`config.mk`:
```
export PLATFORM = sky130hd
export DESIGN_NAME = apu_triangle_channel_flat
export DESIGN_NICKNAME = d
export VERILOG_FILES = /design/src/rtl/apu_pkg.sv /design/src/rtl/apu_triangle_channel_if.sv /design/src/rtl/apu_length_counter.sv /design/src/rtl/apu_triangle_channel.sv /design/src/flat_wrapper.sv
export SDC_FILE = /design/constraint.sdc
export NUM_CORES = 1
export LEC_CHECK = 0
export ABC_CLOCK_PERIOD_IN_PS = 4500
export CAP_MARGIN = 20
export CORE_UTILIZATION = 35
export DETAILED_ROUTE_END_ITERATION = 16
export HOLD_SLACK_MARGIN = 0.03
export PLACE_DENSITY = 0.62
export REMOVE_ABC_BUFFERS = 1
export SLEW_MARGIN = 5
export SYNTH_ARGS = -nofsm -noshare
export SYNTH_HDL_FRONTEND = slang
export SYNTH_SLANG_ARGS = --single-unit
```
`constraint.sdc`:
```
create_clock -name clk -period 4.5 [get_ports clk]
set_clock_uncertainty 0.2 [all_clocks]
set_input_delay 0.9 -clock clk [delete_from_list [all_inputs] [get_ports clk]]
set_output_delay 0.9 -clock clk [all_outputs]
set_load 0.03 [all_outputs]
```
`src/rtl/apu_pkg.sv`:
```
// Shared APU definitions: default channel widths, register byte addresses
// and the length-counter load table used by every channel.
package apu_pkg;

    localparam int unsigned TIMER_W_DEF = 11;
    localparam int unsigned LIN_W_DEF   = 7;
    localparam int unsigned LEN_W_DEF   = 8;
    localparam int unsigned OUT_W_DEF   = 4;
    localparam int unsigned LEN_IDX_W   = 5;

    localparam logic [1:0] REG_LINEAR   = 2'd0;
    localparam logic [1:0] REG_TIMER_LO = 2'd2;
    localparam logic [1:0] REG_TIMER_HI = 2'd3;

    localparam logic [7:0] LEN_TABLE [32] = '{
        8'd10,  8'd254, 8'd20,  8'd2,   8'd40,  8'd4,   8'd80,  8'd6,
        8'd160, 8'd8,   8'd60,  8'd10,  8'd14,  8'd12,  8'd26,  8'd14,
        8'd12,  8'd16,  8'd24,  8'd18,  8'd48,  8'd20,  8'd96,  8'd22,
        8'd192, 8'd24,  8'd72,  8'd26,  8'd16,  8'd28,  8'd32,  8'd30
    };

endpackage

```
`src/rtl/apu_triangle_channel_if.sv`:
```
// Byte-wide register write port into an APU channel.
interface apu_triangle_channel_if;
    logic       reg_we;
    logic [1:0] reg_addr;
    logic [7:0] reg_wdata;

    modport master (output reg_we, output reg_addr, output reg_wdata);
    modport slave  (input  reg_we, input  reg_addr, input  reg_wdata);
endinterface

```
`src/rtl/apu_length_counter.sv`:
```
// Channel length counter: table load, halt, half-frame decrement and
// channel-enable gating. Shared by triangle, pulse and noise channels.
module apu_length_counter
    import apu_pkg::*;
#(
    parameter int unsigned LEN_W = LEN_W_DEF
) (
    input  logic                 clk,
    input  logic                 rstn,
    input  logic                 en,
    input  logic                 load,
    input  logic [LEN_IDX_W-1:0] loadIdx,
    input  logic                 halt,
    input  logic                 halfFrame,
    output logic                 active
);

    logic [LEN_W-1:0] lenCnt;
    logic [LEN_W-1:0] lenNext;

    // Disable beats load, load beats the half-frame decrement.
    always_comb begin
        lenNext = lenCnt;
        if (!en) begin
            lenNext = '0;
        end else if (load) begin
            lenNext = LEN_W'(LEN_TABLE[loadIdx]);
        end else if (halfFrame && (lenCnt != '0) && !halt) begin
            lenNext = lenCnt - LEN_W'(1);
        end
    end

    always_ff @(posedge clk or negedge rstn) begin
        if (!rstn) begin
            lenCnt <= '0;
            active <= 1'b0;
        end else begin
            lenCnt <= lenNext;
            active <= (lenNext != '0);
        end
    end

endmodule

```
`src/rtl/apu_triangle_channel.sv`:
```
// APU triangle channel: period timer, linear counter, length counter and
// a 32-step up/down sequencer producing the mixer sample.
module apu_triangle_channel
    import apu_pkg::*;
#(
    parameter int unsigned TIMER_W         = TIMER_W_DEF,
    parameter int unsigned LIN_W           = LIN_W_DEF,
    parameter int unsigned LEN_W           = LEN_W_DEF,
    parameter int unsigned OUT_W           = OUT_W_DEF,
    parameter bit          MUTE_ULTRASONIC = 1'b1
) (
    input  logic                   clk,
    input  logic                   rstn,
    input  logic                   timer_tick,
    input  logic                   quarter_frame,
    input  logic                   half_frame,
    input  logic                   chan_en,
    apu_triangle_channel_if.slave  regBus,
    output logic [OUT_W-1:0]       sample,
    output logic [OUT_W:0]         seq_step,
    output logic                   length_active
);

    localparam int unsigned HI_W  = TIMER_W - 8;
    localparam int unsigned SEQ_W = OUT_W + 1;

    logic               wrLinear, wrTimerLo, wrTimerHi;
    logic               control, reloadFlag, stepEn, stepDly;
    logic [LIN_W-1:0]   linReload, linear;
    logic [TIMER_W-1:0] period, timerCnt;

    always_comb begin
        wrLinear  = regBus.reg_we && (regBus.reg_addr == REG_LINEAR);
        wrTimerLo = regBus.reg_we && (regBus.reg_addr == REG_TIMER_LO);
        wrTimerHi = regBus.reg_we && (regBus.reg_addr == REG_TIMER_HI);
        stepEn    = timer_tick && (timerCnt == '0) && (linear != '0) && length_active
                    && !(MUTE_ULTRASONIC && (period < TIMER_W'(2)));
    end

    always_ff @(posedge clk or negedge rstn) begin
        if (!rstn) begin
            control   <= 1'b0;
            linReload <= '0;
            period    <= '0;
        end else begin
            if (wrLinear) begin
                control   <= regBus.reg_wdata[7];
                linReload <= regBus.reg_wdata[LIN_W-1:0];
            end
            if (wrTimerLo) period[7:0] <= regBus.reg_wdata;
            if (wrTimerHi) period[TIMER_W-1:8] <= regBus.reg_wdata[HI_W-1:0];
        end
    end

    // A byte-3 write sets the reload flag after this quarter frame has used the old one.
    always_ff @(posedge clk or negedge rstn) begin
        if (!rstn) begin
            linear     <= '0;
            reloadFlag <= 1'b0;
        end else begin
            if (quarter_frame) begin
                if (reloadFlag) begin
                    linear <= linReload;
                end else if (linear != '0) begin
                    linear <= linear - LIN_W'(1);
                end
                if (!control) reloadFlag <= 1'b0;
            end
            if (wrTimerHi) reloadFlag <= 1'b1;
        end
    end

    // Sample follows seq_step one cycle after each step; it holds while muted.
    always_ff @(posedge clk or negedge rstn) begin
        if (!rstn) begin
            timerCnt <= '0;
            seq_step <= '0;
            stepDly  <= 1'b0;
            sample   <= '0;
        end else begin
            if (timer_tick) begin
                timerCnt <= (timerCnt == '0) ? period : timerCnt - TIMER_W'(1);
            end
            if (stepEn) seq_step <= seq_step + SEQ_W'(1);
            stepDly <= stepEn;
            if (stepDly) begin
                sample <= seq_step[OUT_W] ? seq_step[OUT_W-1:0] : ~seq_step[OUT_W-1:0];
            end
        end
    end

    apu_length_counter #(.LEN_W(LEN_W)) lengthCounter (
        .clk       (clk),
        .rstn      (rstn),
        .en        (chan_en),
        .load      (wrTimerHi),
        .loadIdx   (regBus.reg_wdata[7:3]),
        .halt      (control),
        .halfFrame (half_frame),
        .active    (length_active)
    );

endmodule

```
`src/flat_wrapper.sv`:
```
// flat-port wrapper written by rule: the top's interface ports become plain ports
module apu_triangle_channel_flat import apu_pkg::*;
#(
    parameter int unsigned TIMER_W         = TIMER_W_DEF,
    parameter int unsigned LIN_W           = LIN_W_DEF,
    parameter int unsigned LEN_W           = LEN_W_DEF,
    parameter int unsigned OUT_W           = OUT_W_DEF,
    parameter bit          MUTE_ULTRASONIC = 1'b1
)
  (clk, rstn, timer_tick, quarter_frame, half_frame, chan_en, sample, seq_step, length_active, regBus_reg_we, regBus_reg_addr, regBus_reg_wdata);
  apu_triangle_channel_if regBus_i ();
  input  logic clk;
  input  logic rstn;
  input  logic timer_tick;
  input  logic quarter_frame;
  input  logic half_frame;
  input  logic chan_en;
  output logic [OUT_W-1:0] sample;
  output logic [OUT_W:0] seq_step;
  output logic length_active;
  input wire logic [$bits(regBus_i.reg_we)-1:0] regBus_reg_we;
  input wire logic [$bits(regBus_i.reg_addr)-1:0] regBus_reg_addr;
  input wire logic [$bits(regBus_i.reg_wdata)-1:0] regBus_reg_wdata;
  assign regBus_i.reg_we = regBus_reg_we;
  assign regBus_i.reg_addr = regBus_reg_addr;
  assign regBus_i.reg_wdata = regBus_reg_wdata;
  apu_triangle_channel #(.TIMER_W(TIMER_W), .LIN_W(LIN_W), .LEN_W(LEN_W), .OUT_W(OUT_W), .MUTE_ULTRASONIC(MUTE_ULTRASONIC)) u_core (.clk(clk), .rstn(rstn), .timer_tick(timer_tick), .quarter_frame(quarter_frame), .half_frame(half_frame), .chan_en(chan_en), .regBus(regBus_i), .sample(sample), .seq_step(seq_step), .length_active(length_active));
endmodule
```
Word level (Yosys, flattened, before mapping)
Memory sizes are Yosys's and may differ from the RTL's.
Cells that the tools add are included.
W data, S select, Z words.
{ "op_classes": {"n_reduce_logical": 20, "mux": 12, "bitwise_logic": 2, "addsub": 4, "n_lt_le_gt_ge": 2, "eq_ne": 3} }
{ "op_table": {"columns": ["cell", "n"], "rows": [
  ["$mux W8", 5],
  ["$reduce_bool A8 Y1", 2],
  ["$mux W7", 2],
  ["$logic_not A11 Y1", 1],
  ["$lt A11 B2 Y1 const B", 1],
  ["$mux W11", 1],
  ["$sub A11 B1 Y11 const B", 1],
  ["$logic_and A1 B1 Y1", 9],
  ["$sub A8 B1 Y8 const B", 1],
  ["$reduce_bool A7 Y1", 1],
  ["$sub A7 B1 Y7 const B", 1],
  ["$ge A6 B6 Y1 const B", 1],
  ["$not A5 Y6", 1],
  ["$add A5 B1 Y5 const B", 1],
  ["$eq A2 B2 Y1 const B", 2],
  ["$mux W4", 1],
  ["$not A4 Y4", 1],
  ["$reduce_and A2 Y1", 2],
  ["$reduce_bool A2 Y1", 2],
  ["$mux W1", 3],
  ["$logic_not A1 Y1", 2],
  ["$logic_not A2 Y1", 1],
  ["$ne A2 B2 Y1 const B", 1]
]} }
{ "word_totals": {"ff_bits": 57, "elab_cells": 56, "mem_bits_ro": 256, "output_inout_bits": 10, "mem_count": 1} }
{ "mem_list": {"columns": ["name", "words", "width", "rd", "rd_ports_with_merged_regs", "write_ports", "line", "source"], "rows": [
  ["(name not given)", 32, 8, 1, 0, 0, "apu_length_counter.sv:27", "lenNext = LEN_W'(LEN_TABLE[loadIdx]);"]
]} }

Logic depth before layout (Yosys ltp)
Gate-level depths: netlist (run 1).
{ "depth": {"depth_word": 7, "ltp_mapped": 8, "mapped_depth_nobuf": 7} }

By module
A second synthesis (run 1) with hierarchy kept.
{ "hier_totals": {"cells_unflattened": 336, "hier_area_um2": 3424.5} }
{ "modules_own_cells": {"columns": ["mod", "area_per_inst_um2", "n_inst", "cells_each"], "rows": [
  ["apu_triangle_channel", 2458.6, 1, 225],
  ["apu_length_counter", 965.9, 1, 111]
]} }

Least setup slack after synthesis (run 1)
Ideal clock, no wire load.
{ "synth_timing": {"kind": "input -> register", "from": "in regBus_reg_wdata[3]", "to": "reg u_core.lengthCounter.active", "setup_slack_ps": 2207, "n_path_buf": 0, "t_arrival_ps": 1958, "path_stages": 7, "setup_time_ps": 135, "cell_sequence": "inv_1 > ha_1 > o21a_1 > a2111oi_0 > a211oi_1 > a2bb2oi_1 > nand4_1"} }
{ "synth_via": {"elab_chain_cells": 7} }
{ "synth_rtl": {"columns": ["element", "line", "source"], "rows": [
  ["start, declared", "flat_wrapper.sv:23", "input wire logic [$bits(regBus_i.reg_wdata)-1:0] regBus_reg_wdata;"],
  ["$not A5 Y6 (not written as such)", "apu_length_counter.sv:27", null],
  ["$mem_v2 Z32 W8", null, null],
  ["$mux W8 (not written as such) (2 in series)", "apu_length_counter.sv:27", null],
  ["$mux W8", "apu_length_counter.sv:26", "end else if (load) begin"],
  ["$mux W8", "apu_length_counter.sv:24", "if (!en) begin"],
  ["$reduce_bool A8 Y1", "apu_length_counter.sv:39", "active <= (lenNext != '0);"],
  ["end signal, assigned", "apu_length_counter.sv:39", null],
  ["end, declared", "apu_length_counter.sv:15", "output logic active"]
]} }
No other way between the ends. The select of a mux whose other input is x is not followed.
A chain may end at the register's enable or synchronous reset.

Worst setup path after layout (run 1)
Ends and elaborated chain as after synthesis.

==> results.json, run 1 <==
{
  "async_flop_share": 1.00,
  "arrival_ns": 3.04,
  "firstDrtPassIters": 4,
  "synth_edf_count": 0,
  "ys_seq_area_frac": 0.422,
  "power_switching_w": 0.000679,
  "fin_setup_tns_ns": 0,
  "core_area_um2": 9280,
  "worst_path_max_delay_cell": "clkdlybuf4s50_1",
  "ys.flop_type": "dfrtp_1",
  "h-tree-depth": 3,
  "hold_violations": 0,
  "ios": 27,
  "place_ws_ns": 1.17,
  "clock_latency_ns": 0.34,
  "port_buffers": 26,
  "clk_pin_slew_ns": 0.08,
  "start_util": 0.364,
  "area_delta_synth_final_pct": 17.3,
  "worst-path-buf-inv": 2,
  "end_kind": "register",
  "layout_min_cycle_time_ns": 3.02,
  "syn-instance-count": 361,
  "setup_ws_ns": 1.48,
  "cts-root-buf": "clkbuf_8",
  "p_leak_nw": 1.70,
  "routed_via_density": 5.16,
  "seqPwrFrac": 0.421,
  "synth_cell_types": 59,
  "tightest_slew_ns": 0.941,
  "num_rows": 35,
  "drt_iter0_drc": 130,
  "hp-class": "register to register",
  "slowest_delay_ns": 0.69,
  "yosys.area.top_type_share": 0.422,
  "fmax_ghz": 0.331,
  "ys_seq_elements": 57,
  "rsz0062_at_grt": "no",
  "finalSetupViolCount": 0,
  "status": "finished, final reports clean",
  "cts.sinks": 57,
  "synth_top_cell_by_area": "dfrtp_1",
  "synth_area_um2": 3380,
  "wire_per_inst_um": 13.9,
  "cp.required_ns": 4.52,
  "postCtsSetupRepairBufs": 0,
  "synth_xor_xnor_area_share": 0.0233,
  "fp.dieH_um": 100,
  "synth_area_leaders": "dfrtp_1, mux2_2, ha_1",
  "hpwl_um": 5110,
  "post_cts_resized": 0,
  "yosys_warnings": 0,
  "vias": 2661,
  "remaining_drc_errors": 0,
  "cts-buffers-inserted": 9,
  "grt_usage": 0.159,
  "post_synth.cell_area_avg_um2": 9.36,
  "grt_max_degree": 35,
  "synth_common_cells": "dfrtp_1, nand2_1, a21oi_1, o21ai_0, nor2_1",
  "clockPowerShare": 0.287,
  "slew_viol_final": 0,
  "cts_tree": "yes",
  "synthMuxAreaShare": 0.0807,
  "diodes": 0,
  "hold_buffers": 0,
  "synth.most_common_cell": "dfrtp_1",
  "critical_path_class": "input port to register",
  "synth_top_family_by_area": "simple AND/OR/NAND/NOR gates",
  "final_core_util": 0.427,
  "synth_compound_area_frac": 0.164,
  "layout-drive-gt1-share": 0.124,
  "comb_power_share": 0.292,
  "vdd_drop_max_v": 0.000179,
  "ant_nets": 0,
  "grt_pass1_vias": 2526,
  "relSlewSlack": 0.366,
  "path_max_fanout": 10,
  "period_share": 0.672,
  "fp.dieArea_um2": 10000,
  "crit_chain": "clkdlybuf4s50_1 -> inv_1 -> ha_1 -> o21a_1 -> a2111oi_0 -> a211oi_1 -> a2bb2oi_1 -> nand4_1",
  "synthAdderAreaFrac": 0.0481,
  "fin_nets": 412,
  "gr-total-overflow": 0,
  "wirelength_um": 7190,
  "worst_setup_path_start_kind": "input port",
  "power_per_cell_area_nw_per_um2": 480,
  "synth-simple-area-share": 0.220,
  "clockBufferDepth": 2,
  "swShare": 0.357,
  "antenna_found_initial": 0,
  "cpLargestDelayFamily": "buffers and inverters",
  "grt_pass1_wl_um": 12600,
  "gp_congestion": 0.782,
  "internal_power_w": 0.00122,
  "maxCapViolCount": 0,
  "die_width_um": 100
}
-- layer usage --
layer,global-route usage,wire length (µm)
met5,0,0
met2,0.248,3320
met4,0.0613,117
met1,0.221,3590
met3,0.0279,162
-- final cells by class --
cell class              count  area (µm²)
inverters                  18        67.6
repair buffers             28         270
fillers                   935        5320
clock inverters             7         103
well taps                 129         161
flip-flops and latches     57        1430
clock buffers               9         124
multi-input cells         268        1810
-- stage by stage --
stage                     hold WS (ns)  area (µm²)  std cells  total power, W
final                            0.299        3960        516         0.00190
after detailed placement         0.293        3740        500         0.00137
after global routing             0.339        3960        516         0.00204
after floorplan                  0.257        3300        343         0.00118
after CTS                        0.304        3960        516         0.00192
after global placement           0.293        3740        500         0.00135
-- kinds of logic after synthesis --
family	count (synthesis)
AO/OA/AOI/OAI	86
XOR/XNOR	9
adder cells (fa/ha/maj)	13
buffers and inverters	36
flip-flops	57
multiplexers	25
AND/OR/NAND/NOR	135
-- worst paths after layout --
check	from	to	slack, ns	cells past startpoint
max in group asynchronous	rstn	u_core.control$_DFFE_PN0P_	2.85	2
min in group asynchronous	rstn	u_core.sample[2]$_DFFE_PN0P_	0.43	1
max	regBus_reg_wdata[3]	u_core.lengthCounter.active$_DFF_PN0_	1.48	8
max reg2reg	u_core.timerCnt[4]$_DFFE_PN0P_	u_core.timerCnt[10]$_DFFE_PN0P_	1.97	5
min reg2reg	u_core.timerCnt[10]$_DFFE_PN0P_	u_core.timerCnt[10]$_DFFE_PN0P_	0.30	1
min	u_core.timerCnt[10]$_DFFE_PN0P_	u_core.timerCnt[10]$_DFFE_PN0P_	0.30	1
-- flip-flops by register name, indices dropped and copies added, names as in the netlist --
register	flops
u_core.reloadFlag	1
u_core.linear	7
u_core.lengthCounter.lenCnt	8
u_core.lengthCounter.active	1
u_core.period	11
u_core.stepDly	1
u_core.timerCnt	11
u_core.control	1
u_core.seq_step	5
u_core.linReload	7
u_core.sample	4
-- placed cells by master (no fill, tap or decap), drive strengths merged, types with 5 or more instances in the layout --
cell | synthesis | layout
a2111oi | 5 | 5
nor3 | 6 | 6
mux2 | 18 | 18
inv | 18 | 19
nand3b | 6 | 6
clkdlybuf4s50 | 0 | 25
nor2 | 22 | 22
and3 | 7 | 7
a21oi | 26 | 26
mux2i | 7 | 7
dfrtp | 57 | 57
nor4 | 7 | 7
nor2b | 5 | 5
xnor2 | 8 | 8
ha | 13 | 13
nand3 | 10 | 10
or3 | 7 | 7
clkbuf | 12 | 9
o21ai | 27 | 27
and2 | 6 | 6
nand2 | 40 | 40
-- power by group through the flow --
stage               combinational (W)  sequential [W]  clock (W)
global route                 0.000628        0.000830   0.000581
floorplan                    0.000384        0.000796          0
CTS                          0.000560        0.000802   0.000559
global placement             0.000545        0.000809          0
finish                       0.000556        0.000800   0.000545
detailed placement           0.000558        0.000810          0
Power figures use the tool's default switching activity.
==> run 2, diff against run 1 <==
--- a/config.mk
+++ b/config.mk
@@ -5,12 +5,12 @@
 export SDC_FILE = /design/constraint.sdc
 export NUM_CORES = 1
 export LEC_CHECK = 0
-export ABC_CLOCK_PERIOD_IN_PS = 4500
+export ABC_CLOCK_PERIOD_IN_PS = 2600
 export CAP_MARGIN = 20
 export CORE_UTILIZATION = 35
 export DETAILED_ROUTE_END_ITERATION = 16
 export HOLD_SLACK_MARGIN = 0.03
-export PLACE_DENSITY = 0.62
+export PLACE_DENSITY = 0.63
 export REMOVE_ABC_BUFFERS = 1
 export SLEW_MARGIN = 5
 export SYNTH_ARGS = -nofsm -noshare
==> constraint.sdc (replaced) <==
create_clock -name clk -period 2.6 [get_ports clk]
set_clock_uncertainty 0.2 [all_clocks]
set_input_delay 0.52 -clock clk [delete_from_list [all_inputs] [get_ports clk]]
set_output_delay 0.52 -clock clk [all_outputs]
set_load 0.03 [all_outputs]
==> results.json, run 2 (synthesis results as in run 1) <==
{
  "power_per_cell_area_nw_per_um2": 816,
  "worst_path_max_delay_cell": "clkdlybuf4s50_1",
  "layout_common_cells": "dfrtp_1, nand2_1, a21oi_1, clkdlybuf4s50_1, o21ai_0",
  "hpwl_um": 5820,
  "grt_pass1_wl_um": 13200,
  "post_cts_resized": 0,
  "port_buffers": 26,
  "setup_ws_ns": 0.318,
  "grt_max_degree": 36,
  "place_ws_ns": -0.00839,
  "clk_pin_slew_ns": 0.07,
  "vdd_drop_max_v": 0.000295,
  "end_kind": "output pin",
  "globalRouteMet2Util": 0.270,
  "cp.required_ns": 1.88,
  "gp_congestion": 0.886,
  "layout-drive-gt1-share": 0.169,
  "vias": 2787,
  "grt_usage": 0.169,
  "ios": 27,
  "clockBufferDepth": 2,
  "remaining_drc_errors": 0,
  "worst_setup_path_start_kind": "register",
  "status": "finished, final reports clean",
  "cts.sinks": 57,
  "fin_nets": 434,
  "hold_slack_ns": 0.305,
  "start_util": 0.364,
  "fmax_ghz": 0.438,
  "maxCapViolCount": 0,
  "tightest_slew_ns": 0.619,
  "gr-max-usage-layer": "met2",
  "path_max_fanout": 6,
  "drt_iter0_drc": 142,
  "use_met3": 0.0376,
  "firstDrtPassIters": 5,
  "period_share": 0.878,
  "routed_via_density": 5.18,
  "arrival_ns": 1.56,
  "critical_path_class": "register to output pin",
  "hp-class": "register to register",
  "worst-path-buf-inv": 1,
  "crit_chain": "clkdlybuf4s50_1",
  "layout_min_cycle_time_ns": 2.28,
  "grt_pass1_vias": 2758,
  "cts-root-buf": "clkbuf_8",
  "rsz0062_at_grt": "no",
  "h-tree-depth": 3,
  "p_leak_nw": 1.82,
  "relSlewSlack": 0.577,
  "slew_viol_final": 0,
  "diodes": 0,
  "cpLargestDelayFamily": "buffers and inverters",
  "num_rows": 35,
  "gr-total-overflow": 0,
  "wirelength_um": 7800,
  "wire_per_inst_um": 14.5,
  "core_area_um2": 9280,
  "hold_violations": 0,
  "finalSetupViolCount": 0,
  "fp.dieArea_um2": 10000,
  "cts-buffers-inserted": 9,
  "final_core_util": 0.448,
  "cts_tree": "yes",
  "antenna_found_initial": 0,
  "layout_commonest_cell": "dfrtp_1",
  "fp.dieH_um": 100,
  "fin_setup_tns_ns": 0,
  "top_regs": "u_core.period (11), u_core.timerCnt (11), u_core.lengthCounter.lenCnt (8)",
  "slowest_delay_ns": 0.73,
  "grt_use_met1": 0.224,
  "clock_latency_ns": 0.34,
  "ant_nets": 0,
  "area_delta_synth_final_pct": 23.0,
  "die_width_um": 100
}
run 2: cell types whose count changed in the layout (fill, tap and decap cells not counted):
cell	change
buf_12	+1
buf_4	+20
dlygate4sd3_1	+1
clkinv_2	+1
clkinvlp_4	-1
clkinv_4	-2
clkbuf_8	+3
inv_6	-1
run 2: repair_timing:
action                                  in CTS  in global routing
buffers inserted                             0                  0
hold buffers                                 1                  0
endpoints found under the hold margin       22                  0
endpoints found under the setup margin       0                  0
run 2: final cells by class:
class,count,area (µm²)
Tap cell,129,161
Multi-Input combinational cell,268,1810
Timing Repair Buffer,50,450
Sequential cell,57,1430
Clock inverter,4,73.8
Clock buffer,12,165
Fill cell,924,5130
Inverter,18,67.6
run 2: where the power goes:
part | leakage [nW] | switching, W | total (W) | internal [W]
clock network | 0.123 | 0.000368 | 0.000986 | 0.000618
logic | 0.980 | 0.000543 | 0.00102 | 0.000478
registers | 0.714 | 0.000264 | 0.00138 | 0.00112
run 2: final timing paths:
check | startpoint | end | slack [ns] | depth (start not counted)
min in group asynchronous | rstn | u_core.timerCnt[0]$_DFFE_PN0P_ | 0.50 | 2
max in group asynchronous | rstn | u_core.linReload[4]$_DFFE_PN0P_ | 1.13 | 3
setup reg to reg | u_core.lengthCounter.lenCnt[0]$_DFF_PN0_ | u_core.lengthCounter.active$_DFF_PN0_ | 0.36 | 7
hold / removal | u_core.sample[0]$_DFFE_PN0P_ | u_core.sample[0]$_DFFE_PN0P_ | 0.30 | 1
hold reg to reg | u_core.sample[0]$_DFFE_PN0P_ | u_core.sample[0]$_DFFE_PN0P_ | 0.30 | 1
setup / recovery | u_core.seq_step[4]$_DFFE_PN0P_ | seq_step[4] | 0.32 | 1
run 2: per-stage QoR:
| stage | total power, W | instances | cell area (µm²) |
|---|---|---|---|
| 6_report | 0.00339 | 538 | 4160 |
| 5_1_grt | 0.00362 | 538 | 4160 |
| 4_1_cts | 0.00342 | 538 | 4160 |
| 3_5_place_dp | 0.00242 | 521 | 3910 |
| 3_3_place_gp | 0.00238 | 521 | 3910 |
| 2_1_floorplan | 0.00204 | 343 | 3300 |
run 2: layer usage:
| layer | vias to the layer above | part of all wire |
|---|---|---|
| li1 | 1376 | - |
| met5 | - | 0 |
| met4 | 0 | 0.015 |
| met3 | 11 | 0.044 |
| met2 | 70 | 0.46 |
| met1 | 1330 | 0.48 |
